===== config.mk =====
export PLATFORM = sky130hd
export DESIGN_NAME = watch_set_controller
export DESIGN_NICKNAME = d
export VERILOG_FILES = /design/src/rtl/clock_pkg.sv /design/src/rtl/bcd_mod60_counter.sv /design/src/rtl/watch_set_controller.sv
export SDC_FILE = /design/constraint.sdc
export NUM_CORES = 1
export LEC_CHECK = 0
export ABC_AREA = 1
export BUFFER_PORTS_ARGS = -buffer_cell sky130_fd_sc_hd__buf_4
export CAP_MARGIN = 20
export CELL_PAD_IN_SITES_DETAIL_PLACEMENT = 1
export CELL_PAD_IN_SITES_GLOBAL_PLACEMENT = 1
export CORE_MARGIN = 3
export CORE_UTILIZATION = 41
export DETAILED_ROUTE_END_ITERATION = 6
export GPL_ROUTABILITY_DRIVEN = 0
export PLACE_DENSITY = 0.8
export SLEW_MARGIN = 20
export SYNTH_ARGS = -nofsm -noshare
export SYNTH_HDL_FRONTEND = slang
export SYNTH_SLANG_ARGS = --single-unit

===== constraint.sdc =====
create_clock -name clk -period 3.8 [get_ports clk]
set_input_delay 0.19 -clock clk [delete_from_list [all_inputs] [get_ports clk]]
set_output_delay 0.19 -clock clk [all_outputs]
set_load 0.05 [all_outputs]

===== src/rtl/clock_pkg.sv =====
// Shared types and constants for the min:sec watch datapath.
package clock_pkg;

    typedef enum logic [1:0] {
        RUN     = 2'd0,
        SET_MIN = 2'd1,
        SET_SEC = 2'd2
    } state_t;

    localparam logic [3:0] BCD_MAX_ONES = 4'd9;
    localparam logic [3:0] BCD_MAX_TENS = 4'd5;

endpackage


===== src/rtl/bcd_mod60_counter.sv =====
// Two-digit BCD counter, 00..59, advancing by one on each inc cycle.
module bcd_mod60_counter
    import clock_pkg::*;
(
    input  logic       clk,
    input  logic       reset_p,
    input  logic       inc,
    output logic [3:0] ones,
    output logic [3:0] tens,
    output logic       wrap
);

    // Wrap is combinational so the caller can carry in the same cycle.
    assign wrap = inc && (ones == BCD_MAX_ONES) && (tens == BCD_MAX_TENS);

    // BCD increment: ones 9 -> 0 carries into tens; 59 -> 00.
    always_ff @(posedge clk or posedge reset_p) begin
        if (reset_p) begin
            ones <= 4'd0;
            tens <= 4'd0;
        end else if (inc) begin
            if (ones == BCD_MAX_ONES) begin
                ones <= 4'd0;
                tens <= (tens == BCD_MAX_TENS) ? 4'd0 : tens + 4'd1;
            end else begin
                ones <= ones + 4'd1;
            end
        end
    end

endmodule


===== src/rtl/watch_set_controller.sv =====
// Run/set mode controller owning the BCD minute and second registers.
module watch_set_controller
    import clock_pkg::*;
(
    input  logic       clk,
    input  logic       reset_p,
    input  logic       tick_sec,
    input  logic       btn_mode,
    input  logic       btn_sel,
    input  logic       btn_inc,
    output logic [3:0] sec1,
    output logic [3:0] sec10,
    output logic [3:0] min1,
    output logic [3:0] min10,
    output logic       set_mode,
    output logic       field_sel,
    output logic       blink,
    output logic       min_wrap
);

    state_t state;
    logic   set_inc;
    logic   set_tick;
    logic   sec_inc;
    logic   min_inc;
    logic   sec_wrap;
    logic   min_wrap_c;

    // Priority chain for set mode: mode > sel > inc > tick; losers are dropped.
    assign set_inc  = !btn_mode && !btn_sel && btn_inc;
    assign set_tick = !btn_mode && !btn_sel && !btn_inc && tick_sec;

    // In RUN the tick applies even alongside btn_mode (advance before freeze).
    assign sec_inc = ((state == RUN) && tick_sec) || ((state == SET_SEC) && set_inc);
    // Carry into minutes only while running; set-mode seconds wrap silently.
    assign min_inc = ((state == RUN) && sec_wrap) || ((state == SET_MIN) && set_inc);

    bcd_mod60_counter u_sec (
        .clk     (clk),
        .reset_p (reset_p),
        .inc     (sec_inc),
        .ones    (sec1),
        .tens    (sec10),
        .wrap    (sec_wrap)
    );

    bcd_mod60_counter u_min (
        .clk     (clk),
        .reset_p (reset_p),
        .inc     (min_inc),
        .ones    (min1),
        .tens    (min10),
        .wrap    (min_wrap_c)
    );

    // Mode FSM with registered flags; blink clears on every transition.
    always_ff @(posedge clk or posedge reset_p) begin
        if (reset_p) begin
            state     <= RUN;
            set_mode  <= 1'b0;
            field_sel <= 1'b0;
            blink     <= 1'b0;
            min_wrap  <= 1'b0;
        end else begin
            min_wrap <= (state == RUN) && min_wrap_c;
            case (state)
                RUN: begin
                    blink <= 1'b0;
                    if (btn_mode) begin
                        state     <= SET_MIN;
                        set_mode  <= 1'b1;
                        field_sel <= 1'b0;
                    end
                end
                SET_MIN, SET_SEC: begin
                    if (btn_mode) begin
                        state     <= RUN;
                        set_mode  <= 1'b0;
                        field_sel <= 1'b0;
                        blink     <= 1'b0;
                    end else if (btn_sel) begin
                        state     <= (state == SET_MIN) ? SET_SEC : SET_MIN;
                        field_sel <= (state == SET_MIN);
                        blink     <= 1'b0;
                    end else if (set_tick) begin
                        blink <= ~blink;
                    end
                end
                default: begin
                    state     <= RUN;
                    set_mode  <= 1'b0;
                    field_sel <= 1'b0;
                    blink     <= 1'b0;
                end
            endcase
        end
    end

endmodule

==> impl_metrics.ini <==
[run_status]
status = finished clean

[clocking]
clkTransAtPathRegs_ns = 0.12
cts-resized-gates = 0
numClockSinks = 21
holdBufCountCts = 0
cts-buffers-inserted = 3
cts_tree = built
root_buffer = clkbuf_4
cts-htree-levels = 1
clk_latency_ns = 0.30
cts_max_path_buffers = 2
cts_setup_buffers = 0

[route]
vias = 1017
ant_nets = 0
first_iter_violations = 13
wl_met1_um = 1160
wl_met3_um = 85
dr_wl_met2_um = 1290
dr.pass1.iters = 2
routedWlPerCell_um = 12.7
route.detailed.drc = 0
dr.max_layer_used = met4
wl_um = 2570
viasPerCell = 5.03

[synthesis]
synth.avg_cell_area_um2 = 7.88
synth_largest_area_cell = dfrtp_1
syn_inst = 144
ys_ff_latch = 21
syn_area_um2 = 1130
synth_flop_cell = dfrtp_1
yosys-top-cells-area = dfrtp_1 (46%), nand2_1 (8.9%), inv_1 (7.3%), nor2_1 (6.9%), o21ai_0 (5.7%)
yosysMostFrequentCell = nand2_1
ys_types = 19
yosysTopAreaCellShare_pct = 46.3
synth-edff-count = 0
ys_seq_area_share_pct = 46.3
ys_async_sr_fraction_pct = 100
synthesis.nets = 154
synth_commonest_cells = nand2_1 (27), inv_1 (22), dfrtp_1 (21), nor2_1 (21), o21ai_0 (13)
synth_warnings = 0

[grt]
grt_use_total_pct = 17.9
grt_pass1_wl_um = 4750
grt_pass1_vias = 1066
grt_max_degree = 22
overflow = 0
grt_antenna_before_repair = 0

[die]
die-area_um2 = 3440
initial_utilization_pct = 44.6
design.core.area_um2 = 2540
die_w_um = 58.6
die_h_um = 58.6
io_pins = 26
num_rows = 18

[timing]
max_freq_mhz = 579
finalCritPeriodShare_pct = 45.5
max_slew_margin_pct = 46.7
drv_slew = 0
tightest_slew_ns = 0.799
skew_ns = 0.00215
hold_violations = 0
fin_ws_ns = 2.07
post-route-min-period_ns = 1.73
rsz0062_at_grt = no
fin_tns_setup_ns = 0
setup_viol = 0

[power]
finalPower_mw = 1.11
power_leakage_nw = 0.716
p_int_uw = 516
irDropWorstVdd_uv = 460
comb_power_share_pct = 56.7
power_switching_uw = 599
switching_share_pct = 53.7
p_per_area_nw_per_um2 = 810
seq_power_share_pct = 33.4
pwr-share-clk_pct = 9.9

[layout]
syn_to_final_growth_pct = 21.3
nets = 183
fillCellCount = 338
layout-drive-gt1-share_pct = 20.3
antennaDiodeCount = 0

[min_path]
hold_path_class = in2async

[setup_path]
endpoint_kind = flop
worstPathRequired_ns = 4.01
path_class = reg2reg
path_max_fanout = 12
critPathArrivalTime_ns = 1.94
startpoint_type = flop

[placed_design]
dp_hpwl_um = 2150
portBuffers = 25
dp_slack_ns = 2.07

[flow_run]
cap_violations = 0
final timing paths:
check,endpoint,slack [ns],from,depth (start not counted)
worst max register to register,u_min.tens[2],2.07,state[1],9
min in group clk,blink,0.05,btn_sel,2
max in group asynchronous,min_wrap,3.28,reset_p,2
worst max-delay path,u_min.tens[2],2.07,state[1],9
worst min register to register,set_mode,0.54,set_mode,2
worst min-delay path,blink,0.02,reset_p,2
layout by cell type, fill, tap and decap left out, types with 2 or more instances in the layout:
| cell type | netlist | routed |
|---|---|---|
| xnor2_1 | 2 | 2 |
| ha_1 | 4 | 4 |
| inv_1 | 22 | 22 |
| a21oi_1 | 6 | 6 |
| o21ai_0 | 13 | 13 |
| nor2_1 | 21 | 21 |
| nand3_1 | 10 | 10 |
| nand2_2 | 3 | 3 |
| nand4_1 | 2 | 2 |
| buf_4 | 0 | 25 |
| nor3_1 | 4 | 4 |
| nand2_1 | 27 | 27 |
| dfrtp_1 | 21 | 21 |
| xor2_1 | 3 | 3 |
| clkbuf_4 | 0 | 3 |
metrics by stage:
stage | hold slack (ns) | std cells | utilization [%] | area, µm²
floorplan | 0.167 | 144 | - | 1130
global placement | 0.376 | 198 | 53.0 | 1350
detailed placement | 0.378 | 198 | 53.0 | 1350
CTS | 0.0346 | 202 | 54.1 | 1380
global route | 0.0393 | 202 | 54.1 | 1380
finish | 0.0205 | 202 | 54.1 | 1380
state kept, by name, indices dropped and copies added, names as in the netlist:
name,cells
blink,1
min_wrap,1
set_mode,1
state,2
u_min.ones,4
u_min.tens,4
u_sec.ones,4
u_sec.tens,4
layout make-up:
class                           count  area [µm²]  area share (%)
Clock buffer                        3        22.5            1.64
Inverter                           23        86.3            6.27
Sequential cell                    21         526            38.2
Timing Repair Buffer               25         188            13.6
Clock inverter                      1        5.00           0.364
Tap cell                           30        37.5            2.73
Multi-Input combinational cell     99         512            37.2
cells by family (layout without fill, tap and decap cells):
group	after synthesis	count (layout)	share of synthesized area (%)
fa+ha+maj	4	4	4.41
xor+xnor	5	5	3.86
buf+inv	24	52	8.60
flops	21	21	46.3
simple gates	69	69	27.1
compound gates	21	21	9.70
metal layers:
layer / up-vias / track usage [%]
met3: 4 / 2.63
met1: 487 / 22.5
li1: 512 / -
met4: 0 / 5.83
met5: - / 0
met2: 14 / 31.3
power by group through the flow:
stage	Clock [mW]	Combinational (mW)	Sequential, mW
after floorplan	0	0.231	0.595
after global placement	0	0.622	0.371
after detailed placement	0	0.639	0.378
after CTS	0.115	0.641	0.374
after global routing	0.124	0.694	0.391
final	0.111	0.632	0.372
worst max-delay path, cell delays in order, from the launching register on:
cell and delay (ns):
dfrtp_1 0.44, inv_1 0.11, ha_1 0.24, nand2_1 0.09, nand2_2 0.16, nand3_2 0.11
nand2_2 0.18, nand2_1 0.16, nand2_1 0.09, nand2_1 0.05
Note: power is estimated with default switching activity, not from simulation.
